<file path="config.mk">
export PLATFORM = sky130hd
export DESIGN_NAME = credit_tx_flat
export DESIGN_NICKNAME = d
export VERILOG_FILES = /design/src/rtl/credit_pkg.sv /design/src/rtl/handshake_if.sv /design/src/rtl/credit_counter.sv /design/src/rtl/credit_tx.sv /design/src/flat_wrapper.sv
export SDC_FILE = /design/constraint.sdc
export NUM_CORES = 1
export LEC_CHECK = 0
export ABC_AREA = 1
export BUFFER_PORTS_ARGS = -buffer_cell sky130_fd_sc_hd__buf_2
export CORE_MARGIN = 2
export CORE_UTILIZATION = 48
export DETAILED_ROUTE_END_ITERATION = 12
export GPL_ROUTABILITY_DRIVEN = 0
export PLACE_DENSITY_LB_ADDON = 0.12
export SYNTH_ARGS = -nofsm -noshare
export SYNTH_HDL_FRONTEND = slang
export SYNTH_SLANG_ARGS = --single-unit
</file>
<file path="constraint.sdc">
create_clock -name clk -period 2.7 [get_ports clk]
set_clock_uncertainty 0.05 [all_clocks]
set_input_delay 0.405 -clock clk [delete_from_list [all_inputs] [get_ports clk]]
set_output_delay 0.405 -clock clk [all_outputs]
set_load 0.01 [all_outputs]
</file>
<file path="src/rtl/credit_pkg.sv">
// Shared types and helpers for the credit-based transmit link.
package credit_pkg;

   localparam int STATS_W   = 32;
   localparam int DEF_DEPTH = 4;
   localparam int DEF_CNT_W = $clog2(DEF_DEPTH + 1);

   // Credit count at the default remote fifo depth.
   typedef logic [DEF_CNT_W-1:0] credit_t;

   function automatic int credit_width(input int depth);
      return $clog2(depth + 1);
   endfunction

endpackage

</file>
<file path="src/rtl/handshake_if.sv">
// Generic valid/ready/data handshake bundle.
interface handshake_if #(
   parameter int DATA_WIDTH = 32
);
   logic                  valid;
   logic                  ready;
   logic [DATA_WIDTH-1:0] data;

   modport sender   (output valid, output data, input ready);
   modport receiver (input valid, input data, output ready);
endinterface

</file>
<file path="src/rtl/credit_counter.sv">
// Saturating up/down credit counter, initialised full, with a sticky overflow flag.
module credit_counter
   import credit_pkg::*;
#(
   parameter int DEPTH = 4,
   parameter int CNT_W = credit_width(DEPTH)
) (
   input  logic             clk,
   input  logic             rst_n,
   input  logic             inc,
   input  logic             dec,
   output logic [CNT_W-1:0] count,
   output logic             overflow
);

   localparam logic [CNT_W-1:0] FULL = CNT_W'(DEPTH);

   logic [CNT_W-1:0] count_q, count_d;
   logic             ovf_q, ovf_d;

   always_comb begin
      count_d = count_q;
      ovf_d   = ovf_q;
      // inc and dec together cancel, so the only edges to guard are full+inc and empty+dec.
      if (inc && !dec) begin
         if (count_q == FULL) ovf_d   = 1'b1;
         else                 count_d = count_q + 1'b1;
      end else if (dec && !inc && (count_q != '0)) begin
         count_d = count_q - 1'b1;
      end
   end

   always_ff @(posedge clk or negedge rst_n) begin
      if (!rst_n) begin
         count_q <= FULL;
         ovf_q   <= 1'b0;
      end else begin
         count_q <= count_d;
         ovf_q   <= ovf_d;
      end
   end

   assign count    = count_q;
   assign overflow = ovf_q;

endmodule

</file>
<file path="src/rtl/credit_tx.sv">
// Transmit end of a credit-based link into a remote fifo of DEPTH entries.
// Optional beat/stall statistics are built when CREDIT_TX_STATS_EN is defined.
module credit_tx
   import credit_pkg::*;
#(
   parameter  int DATA_WIDTH = 32,
   parameter  int DEPTH      = 4,
   localparam int CNT_W      = credit_width(DEPTH)
) (
   input  logic                  clk,
   input  logic                  rst_n,
   handshake_if.receiver         receiver,
   output logic                  tx_valid,
   output logic [DATA_WIDTH-1:0] tx_data,
   input  logic                  credit_return,
   output logic [CNT_W-1:0]      credits,
   output logic                  idle,
   output logic                  credit_err
`ifdef CREDIT_TX_STATS_EN
  ,output logic [STATS_W-1:0]    beats_sent,
   output logic [STATS_W-1:0]    stall_cycles
`endif
);

   logic                  fire;
   logic                  ready;
   logic                  tx_valid_q, tx_valid_d;
   logic [DATA_WIDTH-1:0] tx_data_q, tx_data_d;

   credit_counter #(
      .DEPTH (DEPTH),
      .CNT_W (CNT_W)
   ) u_credit_counter (
      .clk      (clk),
      .rst_n    (rst_n),
      .inc      (credit_return),
      .dec      (fire),
      .count    (credits),
      .overflow (credit_err)
   );

   // Ready comes only from the registered count so no combinational path crosses the link.
   assign ready          = (credits != '0);
   assign receiver.ready = ready;
   assign fire           = receiver.valid & ready;

   always_comb begin
      tx_valid_d = fire;
      tx_data_d  = tx_data_q;
      if (fire) tx_data_d = receiver.data;
   end

   always_ff @(posedge clk or negedge rst_n) begin
      if (!rst_n) begin
         tx_valid_q <= 1'b0;
         tx_data_q  <= '0;
      end else begin
         tx_valid_q <= tx_valid_d;
         tx_data_q  <= tx_data_d;
      end
   end

   assign tx_valid = tx_valid_q;
   assign tx_data  = tx_data_q;
   assign idle     = (credits == CNT_W'(DEPTH)) && !tx_valid_q;

`ifdef CREDIT_TX_STATS_EN
   logic [STATS_W-1:0] beats_q, beats_d;
   logic [STATS_W-1:0] stall_q, stall_d;

   always_comb begin
      beats_d = beats_q;
      stall_d = stall_q;
      if (fire)                    beats_d = beats_q + 1'b1;
      if (receiver.valid && !ready) stall_d = stall_q + 1'b1;
   end

   always_ff @(posedge clk or negedge rst_n) begin
      if (!rst_n) begin
         beats_q <= '0;
         stall_q <= '0;
      end else begin
         beats_q <= beats_d;
         stall_q <= stall_d;
      end
   end

   assign beats_sent   = beats_q;
   assign stall_cycles = stall_q;
`endif

endmodule
</file>
<file path="src/flat_wrapper.sv">
// flat-port wrapper written by rule: the top's interface ports become plain ports
module credit_tx_flat import credit_pkg::*;
#(
   parameter  int DATA_WIDTH = 32,
   parameter  int DEPTH      = 4,
   localparam int CNT_W      = credit_width(DEPTH)
)
  (clk, rst_n, tx_valid, tx_data, credit_return, credits, idle, credit_err, receiver_valid, receiver_data, receiver_ready);
  handshake_if #(.DATA_WIDTH(DATA_WIDTH)) receiver_i ();
  input  logic clk;
  input  logic rst_n;
  output logic tx_valid;
  output logic [DATA_WIDTH-1:0] tx_data;
  input  logic credit_return;
  output logic [CNT_W-1:0] credits;
  output logic idle;
  output logic credit_err;
  input wire logic [$bits(receiver_i.valid)-1:0] receiver_valid;
  input wire logic [$bits(receiver_i.data)-1:0] receiver_data;
  output wire logic [$bits(receiver_i.ready)-1:0] receiver_ready;
  assign receiver_i.valid = receiver_valid;
  assign receiver_i.data = receiver_data;
  assign receiver_ready = receiver_i.ready;
  credit_tx #(.DATA_WIDTH(DATA_WIDTH), .DEPTH(DEPTH)) u_core (.clk(clk), .rst_n(rst_n), .receiver(receiver_i), .tx_valid(tx_valid), .tx_data(tx_data), .credit_return(credit_return), .credits(credits), .idle(idle), .credit_err(credit_err));
endmodule
</file>
# Yosys cells after proc, flatten, opt, wreduce, memory -nomap -nowiden
# Index checks and enable logic that the tools add are counted.
# classes
addsub	2
n_eq_ne	2
muxes	3
bitwise	1
reduce_logical	11
# ops
op	count
3-bit 2-to-1 mux	3
1-bit logical AND	4
2-bit AND reduction	2
3-bit by 1-bit adder with 3-bit output (second input constant)	1
3-bit == test (second input constant)	1
1-bit zero test	3
3-bit nonzero test	1
3-bit by 1-bit subtractor with 3-bit output (second input constant)	1
2-bit inequality test (second input constant)	1
2-bit nonzero test	1
1-bit bitwise AND	1
# word_totals
register_bits	37
wordCells	23

# Logic depth before layout (Yosys ltp)
# Gate-level depths: netlist of the first run.
# logic_depth
depth_word	6
mapped_depth	9
depth_no_buf	9

# Cells and area by module
# From an unflattened synthesis of the first run, not the netlist that was laid out.
# unflattened
cells_unflattened	179
area_unflattened_um2	1595.3
# by_module_without_submodules
mod	instances	cells_per_inst	area_each_um2
credit_tx	1	146	1343.8
credit_counter	1	33	251.5

# Worst setup path after synthesis of the first run
# OpenSTA, ideal clock, no wires.
# synth_path
path_kind	register to register
from	register u_core.u_credit_counter.count_q[0] (netlist: u_core.u_credit_counter.count[0])
to	register u_core.u_credit_counter.count_q[2] (netlist: u_core.u_credit_counter.count[2])
arrival_time_ns	1.600
required_ns	2.589
setup_slack_ns	0.990
stages_incl_launch_ff	10
path_buffers	0
path_cell_list	dfrtp_1 > nor2_2 > nand2_2 > nand2_4 > nand2_2 > fa_1 > nand3b_1 > nand3_1 > nand2_1 > nand2_1
# synth_via
elab_chain_len	6
word_cells_on_any_way	15
# synth_rtl
element	line	source
from (decl)	credit_counter.sv:18	logic [CNT_W-1:0] count_q, count_d;
from (signal assigned)	credit_counter.sv:38	count_q <= count_d;
3-bit nonzero test (*)	credit_tx.sv:43	assign ready = (credits != '0);
via receiver_ready	flat_wrapper.sv:20	output wire logic [$bits(receiver_i.ready)-1:0] receiver_ready;
1-bit bitwise AND	credit_tx.sv:45	assign fire = receiver.valid & ready;
1-bit zero test or 1-bit logical AND (tied branches)	credit_counter.sv:25, credit_counter.sv:28	
1-bit logical AND (on tied branches)	credit_counter.sv:25, credit_counter.sv:28	
2-bit inequality test (no source line) or 2-bit nonzero test (tied branches)	n/a	
2-bit AND reduction (no source line)	n/a	
# The timed path passes the listed nets; every way through them passes the cells marked *. The select of a mux whose other input is x is not followed.
# A chain may end at the register's enable or synchronous reset.

# Final worst setup path of the first run
# layout_path
from	register u_core.u_credit_counter.count_q[0] (netlist: u_core.u_credit_counter.count[0])
to	register u_core.u_credit_counter.count_q[2] (netlist: u_core.u_credit_counter.count[2])
# layout_via
elab_chain_len	6
word_cells_on_any_way	15
# layout_rtl
element	line
3-bit nonzero test	credit_counter.sv:28, credit_tx.sv:43
1-bit bitwise AND	credit_tx.sv:45
1-bit zero test or 1-bit logical AND (tied branches)	credit_counter.sv:25, credit_counter.sv:28
1-bit logical AND (on tied branches)	credit_counter.sv:25, credit_counter.sv:28
2-bit inequality test (no source line) or 2-bit nonzero test (tied branches)	n/a
2-bit AND reduction (no source line)	n/a
# Parallel ways exist; a longest one is shown, timed or not. The select of a mux whose other input is x is not followed.

==> flow_summary.yaml, run 1 <==
outcome:
  status: "complete, no violations"
logic_synthesis:
  ys_seq_area_share_pct: 63.0
  ys_types: 18
  synthTopCellsByArea: "dfrtp_1 (61%), nand2_1 (26%), dfstp_2 (1.8%)"
  netlist_instances: 162
  synth_top_area_cell: "dfrtp_1"
  syn_area_per_cell_um2: 9.09
  syn-num-nets: 199
  synth_top_area_share_pct: 61.2
  syn_area_um2: 1470
  yosys_warnings: 0
  ys_seq_elements: 37
critical_path:
  reg2reg_depth: 9
  crit_chain: "nor2_2, nand2_2, nand2_4, nand2_2, fa_1, nand3b_1, nand3_1, nand2_1, nand2_1"
  cp.required_ns: 2.92
  worst_setup_path_end_kind: "register"
  crit_path_start_kind: "register"
  slowest_delay_ns: 0.45
  r2r-start: "u_core.u_credit_counter.count[0]"
  cp.arrival_ns: 2.29
  slowest_stage: "dfrtp_1"
  timing.critical_path.from: "u_core.u_credit_counter.count[0]"
  critPathKind: "reg -> reg"
  critPathMaxFanout: 36
power_and_ir_drop:
  powerDensity_nw_per_um2: 1090
  total_power_mw: 2.11
  power.leakage_nw: 1.15
  irDropWorstVdd_mv: 0.477
cts:
  postCtsHoldBufs: 0
  cts_resized: 0
  htree_levels: 2
  clock-sinks: 37
  insertion_delay_ns: 0.32
  cts_tree: "built"
  cts_max_path_buffers: 2
  clkTransAtPathRegs_ns: 0.11
  numCtsBuffers: 5
  cts_root_buffer: "clkbuf_4"
  post_cts_buffers: 0
timing:
  rsz0062_at_grt: "false"
  slew_viol_final: 0
  finalHoldViolations: 0
  relSlewSlack_pct: 47.2
  min_period_ns: 2.07
  final.setup.tns_ns: 0
  fin_crit_sh_pct: 76.7
  setup_viol: 0
  clock.fmax_mhz: 483
  tightest_slew_ns: 0.791
floorplanning:
  die_w_um: 59.4
  start_util_pct: 49.5
  core_area_um2: 2980
  dieArea_um2: 3530
  ioPinCount: 75
  die_h_um: 59.4
  rows: 20
detailed_routing:
  drtPass1Iterations: 4
  routed_wl_um: 3150
  drt-initial-drc-count: 54
  avgViaCountPerCell: 4.88
  drc: 0
  vias: 1323
  wl_per_cell_um: 11.6
  drtAntennaViolNets: 0
cells_and_area:
  fill_cells: 261
  area_delta_synth_final_pct: 31.2
  multi_input_area_um2: 500
  seq_area_um2: 927
  nNetsFinal: 274
  num_antenna_cells: 0
  drive_gt1_share_pct: 37.4
placed_design:
  dp_hpwl_um: 2260
  port_buffers: 74
hold_path:
  hold_path_class: "in -> async"
global_route:
  grt_pass1_vias: 1227
  grt_pass1_wl_um: 5090
  grt_max_degree: 38
  gr-total-overflow: 0
  grt_usage_pct: 19.7
  antenna_found_initial: 0
run:
  cap_violations: 0
placed cells by master (no fill, tap or decap), drive strengths merged:
| master | instances |
|---|---|
| xor2 | 1 |
| nand3 | 3 |
| dfrtp | 36 |
| buf | 74 |
| clkbuf | 7 |
| dfstp | 1 |
| nand3b | 2 |
| nor2 | 2 |
| fa | 1 |
| nand2 | 106 |
| bufinv | 1 |
| inv | 2 |
| nand4 | 1 |
| o21bai | 1 |
synthesized netlist by cell type, drive strengths merged:
master	instances
nand3b	2
buf	6
nand2	106
nand4	1
dfstp	1
inv	2
o21bai	1
dfrtp	36
fa	1
nor2	2
xor2	1
nand3	3
worst max-delay path, delay by kind of cell, from the launching register on:
family / cells / cell delay [ns]
fa+ha+maj: 1 / 0.40
flops: 1 / 0.45
simple gates: 8 / 1.11
registers in the layout, summed over array words and instances (netlist names):
| signal | flops |
|---|---|
| u_core.u_credit_counter.count | 3 |
| u_core.u_credit_counter.overflow | 1 |
| u_core.tx_valid | 1 |
| u_core.tx_data | 32 |
layout make-up:
class | count | share of cell area [%]
clock buffers | 7 | 2.85
clock inverters | 1 | 1.55
inverters | 2 | 0.389
multi-input cells | 117 | 25.9
flip-flops and latches | 37 | 48.0
well taps | 33 | 2.14
repair buffers | 74 | 19.2
stage by stage:
stage,cell area [um^2],util (%),std cells,hold WS (ns),worst slack [ns]
after global placement,1850,62.0,263,0.407,0.756
after detailed placement,1850,62.0,263,0.408,0.650
after floorplan,1470,-,162,0.0594,0.990
after global routing,1930,64.9,271,0.133,0.490
after CTS,1930,64.9,271,0.117,0.625
final,1930,64.9,271,0.101,0.630
where the power goes:
part           total (mW)  switching [mW]  internal, mW
Combinational       0.795           0.480         0.315
Clock               0.390           0.169         0.221
Sequential          0.921           0.138         0.783
kinds of logic after synthesis:
group,count (synthesis),synth area share (%)
simple gates,114,31.5
buf+inv,8,3.06
xor+xnor,1,0.595
compound gates,1,0.510
flops,37,63.0
fa+ha+maj,1,1.36
path summary, 6_finish.rpt:
path | endpoint | slack (ns)
worst max register to register | u_core.u_credit_counter.count[2] | 0.63
worst max-delay path | u_core.u_credit_counter.count[2] | 0.63
min in group clk | u_core.tx_data[12] | 0.21
max in group asynchronous | u_core.tx_data[11] | 1.99
worst min-delay path | u_core.tx_data[18] | 0.10
worst min register to register | u_core.u_credit_counter.overflow | 0.43
metal layers:
layer	vias to the layer above	wire length [um]	global-route usage, %
met5	-	0	0
met4	0	28	6.49
met3	4	206	8.08
met2	50	1620	34.1
met1	627	1290	21.9
li1	642	-	-
Note: power is estimated with default switching activity, not from simulation.
==> inputs of run 2 (changes only) <==
Settings changed: CORE_UTILIZATION 48 to 40.
Clock period 2.7 ns to 1.7 ns, I/O delays scaled along.
==> flow_summary.yaml, run 2 (same netlist as run 1, synthesis figures left out) <==
outcome:
  status: "complete, no violations"
timing:
  tightest_slew_ns: 0.291
  min_period_ns: 1.61
  setup_viol: 0
  fin_crit_sh_pct: 94.8
  finalHoldViolations: 0
  relSlewSlack_pct: 80.6
  hold_slack_ns: 0.114
  slew_viol_final: 0
  clock.fmax_mhz: 620
  final.setup.tns_ns: 0
cts:
  htree_levels: 2
  numCtsBuffers: 5
  cts_max_path_buffers: 2
  cts_tree: "built"
  insertion_delay_ns: 0.28
  clkTransAtPathRegs_ns: 0.07
  cts_root_buffer: "clkbuf_8"
  clock-sinks: 37
  post_cts_buffers: 0
detailed_routing:
  drtPass1Iterations: 4
  wl_per_cell_um: 10.8
  avgViaCountPerCell: 4.38
  drc: 0
  drt-initial-drc-count: 43
  routed_wl_um: 3180
  vias: 1289
  drtAntennaViolNets: 0
cells_and_area:
  nNetsFinal: 283
  num_antenna_cells: 0
  largest_reg_flops: 32
  final_core_util_pct: 56.3
  layout_common_cells: "nand2_1 (102), buf_2 (74), dfrtp_1 (35), buf_4 (7), clkbuf_8 (6)"
  final_common_cell: "nand2_1"
  area_delta_synth_final_pct: 38.0
  drive_gt1_share_pct: 39.4
critical_path:
  timing.critical_path.buf_inv: 0
  cp.arrival_ns: 1.78
  r2r_setup_slack_ns: 0.09
  crit_chain: "nor2_4, nand2_2, nand2_4, nand2_2, fa_1, nand3b_1, nand3_1, nand2_1, nand2_1"
  reg2reg_depth: 9
  critPathMaxFanout: 3
  slowest_delay_ns: 0.42
  critPathKind: "reg -> reg"
  cp.required_ns: 1.87
  slowest_stage: "dfrtp_2"
  r2r_end: "u_core.u_credit_counter.count[2]"
  r2r-start: "u_core.u_credit_counter.count[0]"
  worst_setup_path_end_kind: "register"
  cp_top_family: "simple AND/OR/NAND/NOR gates"
  crit_path_start_kind: "register"
hold_path:
  hold_path_class: "in -> reg"
  holdPathEnd: "u_core.tx_data[29]"
  min_path_cells: 3
  hold_start: "receiver_data[29]"
floorplanning:
  ioPinCount: 75
  start_util_pct: 40.8
  die_h_um: 64.7
  dieArea_um2: 4180
  core_area_um2: 3610
  rows: 22
  die_w_um: 64.7
placed_design:
  dp_hpwl_um: 2350
  port_buffers: 74
power_and_ir_drop:
  power.leakage_nw: 1.19
  irDropWorstVdd_mv: 0.704
  powerDensity_nw_per_um2: 1670
global_route:
  gr-total-overflow: 0
  antenna_found_initial: 0
  grt_pass1_wl_um: 5350
  grt_max_degree: 36
  grt_usage_pct: 17.0
  grt_pass1_vias: 1217
run:
  cap_violations: 0
-- run 2: cell types whose count changed in the layout (fill, tap and decap cells not counted), sizes merged --
cell	before	now
bufinv	1	0
buf	74	82
dlygate4sd3	0	1
-- run 2: repair_timing --
action | in CTS | in global routing
setup endpoints to repair | 0 | 21
hold endpoints to repair | 10 | 0
gates resized for setup | 0 | 2
hold buffers | 1 | 0
-- run 2: worst min-delay path, delay by kind of cell --
kind | cells | cell delay, ns
buffers and inverters | 1 | 0.07
and+or+nand+nor | 2 | 0.08
-- run 2: metrics by stage --
| stage | instance area, um^2 | instances | setup WS (ns) | total power, mW |
|---|---|---|---|---|
| 6_report | 2030 | 294 | 0.0881 | 3.40 |
| 2_1_floorplan | 1470 | 162 | 0.0112 | 2.22 |
| 5_1_grt | 2030 | 294 | -0.00647 | 3.70 |
| 3_5_place_dp | 1930 | 286 | 0.102 | 2.83 |
| 4_1_cts | 2020 | 294 | 0.0822 | 3.45 |
| 3_3_place_gp | 1930 | 286 | 0.120 | 2.82 |
-- run 2: where the power goes --
group / total, mW / internal, mW / leakage [nW] / switching (mW)
Sequential: 1.44 / 1.25 / 0.447 / 0.187
Combinational: 1.38 / 0.577 / 0.699 / 0.801
Clock: 0.589 / 0.321 / 0.0443 / 0.268
Total: 3.40 / 2.15 / 1.19 / 1.26
-- run 2: layout make-up --
class / instances / area [um^2]
flip-flops and latches: 37 / 928
repair buffers: 83 / 444
clock buffers: 7 / 86.3
well taps: 48 / 60.1
multi-input cells: 117 / 505
fillers: 377 / 1570
inverters: 2 / 7.51
-- run 2: worst max-delay path by stage --
stage                                                start                               end  cells after the start
after floorplan           u_core.u_credit_counter.count[0]  u_core.u_credit_counter.count[2]                      9
after global placement    u_core.u_credit_counter.count[0]  u_core.u_credit_counter.count[2]                      9
after detailed placement  u_core.u_credit_counter.count[0]  u_core.u_credit_counter.count[2]                      9
after CTS                 u_core.u_credit_counter.count[0]  u_core.u_credit_counter.count[2]                      9
after global routing      u_core.u_credit_counter.count[0]  u_core.u_credit_counter.count[2]                      9
final                     u_core.u_credit_counter.count[0]  u_core.u_credit_counter.count[2]                      9
-- run 2: layer usage --
layer	vias to the layer above	share of wire (%)	GRT usage (%)	wire, um
met5	-	0	0	0
met4	0	2.0	7.98	62
met2	45	46	27.1	1470
met3	7	7.3	4.51	233
met1	579	44	21.5	1410
li1	658	-	-	-
==> inputs of run 3 (changes only) <==
Settings changed: CORE_UTILIZATION 40 to 41, SYNTH_HIERARCHICAL set to 1.
==> flow_summary.yaml, run 3 <==
detailed_routing:
  wl_per_cell_um: 12.1
  drtAntennaViolNets: 0
  drtPass1Iterations: 4
  drc: 0
  routed_wl_um: 3730
  drt-initial-drc-count: 88
  avgViaCountPerCell: 4.61
  vias: 1426
power_and_ir_drop:
  irDropWorstVdd_mv: 0.795
  powerDensity_nw_per_um2: 1850
  power.leakage_nw: 1.26
  total_power_mw: 4.03
critical_path:
  critPathMaxFanout: 2
  cp_top_family: "simple AND/OR/NAND/NOR gates"
  worst_setup_path_end_kind: "register"
  critPathKind: "reg -> reg"
  cp.required_ns: 1.87
  timing.critical_path.buf_inv: 3
  slowest_delay_ns: 0.42
  crit_chain: "nor2_4, nand2_4, nand2_4, inv_2, inv_2, nand2_4, fa_2, inv_2, nand2_2, nand2_2, nand2_2, nand2_1, nand2_1"
  slowest_stage: "dfrtp_2"
  crit_path_start_kind: "register"
  cp.arrival_ns: 1.83
logic_synthesis:
  synthTopCellsByArea: "dfrtp_1 (56%), nand2_1 (18%), nand3_1 (10%)"
  syn_area_per_cell_um2: 8.91
  synth_top_area_cell: "dfrtp_1"
  synthFlopType: "dfrtp_1"
  ys_types: 15
  netlist_instances: 179
  ys_seq_area_share_pct: 58.1
  ys_top_cells_by_count: "nand2_1 (78), dfrtp_1 (36), nand3_1 (33)"
  ys_async_sr_fraction_pct: 100
  ys_seq_elements: 37
  syn-num-nets: 216
  synth_top_area_share_pct: 56.5
  synth-edff-count: 0
  yosys_warnings: 6
  synth_most_common_cell: "nand2_1"
  syn_area_um2: 1600
timing:
  min_period_ns: 1.66
  rsz0062_at_grt: "true"
  clock.fmax_mhz: 603
  setup_viol: 0
  final.setup.tns_ns: 0
  tightest_slew_ns: 0.470
  relSlewSlack_pct: 68.7
  fin_crit_sh_pct: 97.5
  slew_viol_final: 0
  finalHoldViolations: 0
  postLayoutSetupSlackWorst_ns: 0.0418
cts:
  cts_tree: "built"
  clkTransAtPathRegs_ns: 0.07
  insertion_delay_ns: 0.28
  cts_max_path_buffers: 2
  cts_root_buffer: "clkbuf_8"
  clock-sinks: 37
  numCtsBuffers: 5
  htree_levels: 2
outcome:
  status: "complete, no violations"
floorplanning:
  rows: 22
  die_w_um: 66.4
  ioPinCount: 75
  dieArea_um2: 4410
  die_h_um: 66.4
  start_util_pct: 43.2
  core_area_um2: 3690
cells_and_area:
  num_antenna_cells: 0
  final_common_cell: "nand2_1"
  nNetsFinal: 297
  layout_common_cells: "nand2_1 (76), buf_2 (74), dfrtp_1 (34), nand3_1 (33), buf_4 (8)"
  drive_gt1_share_pct: 42.5
  largest_reg_flops: 32
  area_delta_synth_final_pct: 36.2
run:
  cap_violations: 0
global_route:
  antenna_found_initial: 0
  grt_pass1_wl_um: 6300
  grt_max_degree: 34
  grt_pass1_vias: 1421
  gr-total-overflow: 0
  grt_usage_pct: 19.1
hold_path:
  hold_path_class: "in -> reg"
placed_design:
  port_buffers: 74
  dp_hpwl_um: 2530
  place_ws_ns: 0.0789
run 3: changes by cell type after synthesis, moves of 3 or more:
cell     delta
inv_1       +4
buf_4       -3
buf_2       +4
nand3_1    +31
buf_6       +3
nand2_1    -24
run 3: metal layers:
layer	GRT usage, %	vias up	wire length, um
met2	32.3	45	1750
met3	6.64	5	277
met5	0	-	0
li1	-	717	-
met4	5.36	0	45
met1	23.0	659	1650
run 3: timing repair:
action / CTS / global route
gates resized for setup: 1 / 4
hold buffers: 1 / 0
pin swaps: 0 / 7
endpoints found under the hold margin: 19 / 0
setup buffers: 0 / 2
endpoints found under the setup margin: 1 / 2
run 3: report_power, final:
group	internal [mW]	switching, mW
logic	0.710	1.04
clock network	0.478	0.300
registers	1.29	0.212
total	2.48	1.56
run 3: logic make-up after synthesis:
| family | Yosys count | synth area share [%] |
|---|---|---|
| buffers and inverters | 18 | 6.20 |
| adder cells (fa/ha/maj) | 1 | 1.25 |
| AO/OA/AOI/OAI | 1 | 0.471 |
| AND/OR/NAND/NOR | 122 | 34.0 |
| flip-flops | 37 | 58.1 |
run 3: layout make-up:
cell class | count | area (um^2)
fill | 357 | 1520
sequential | 37 | 930
multi-input combinational | 124 | 582
timing repair buffer | 84 | 455
clock buffer | 7 | 86.3
tap | 48 | 60.1
clock inverter | 1 | 30.0
inverter | 8 | 30.0
run 3: path summary, 6_finish.rpt:
path | from | end | slack (ns) | cells past startpoint
min reg2reg | u_core/tx_data[9] | u_core/tx_data[9] | 0.41 | 2
max reg2reg | u_core/u_credit_counter/count[1] | u_core/u_credit_counter/count[2] | 0.04 | 13
min in group asynchronous | rst_n | u_core/tx_valid | 0.40 | 2
max in group asynchronous | rst_n | u_core/tx_data[29] | 0.60 | 3
min | receiver_data[4] | u_core/tx_data[4] | 0.15 | 3
max | u_core/u_credit_counter/count[1] | u_core/u_credit_counter/count[2] | 0.04 | 13
run 3: metrics by stage:
step | cells | utilization [%] | area, um^2 | hold WS (ns)
6_report | 309 | 58.9 | 2170 | 0.147
5_1_grt | 309 | 58.9 | 2170 | 0.149
4_1_cts | 307 | 58.3 | 2150 | 0.139
3_5_place_dp | 298 | 54.7 | 2020 | 0.192
3_3_place_gp | 298 | 54.7 | 2020 | 0.188
2_1_floorplan | 179 | - | 1610 | -0.0906
run 3: worst register-to-register path: cells and delay by family (launching register included):
kind | cells | cell delay (ns)
adder cells (fa/ha/maj) | 1 | 0.35
buffers and inverters | 3 | 0.16
flip-flops | 1 | 0.42
AND/OR/NAND/NOR | 9 | 0.62
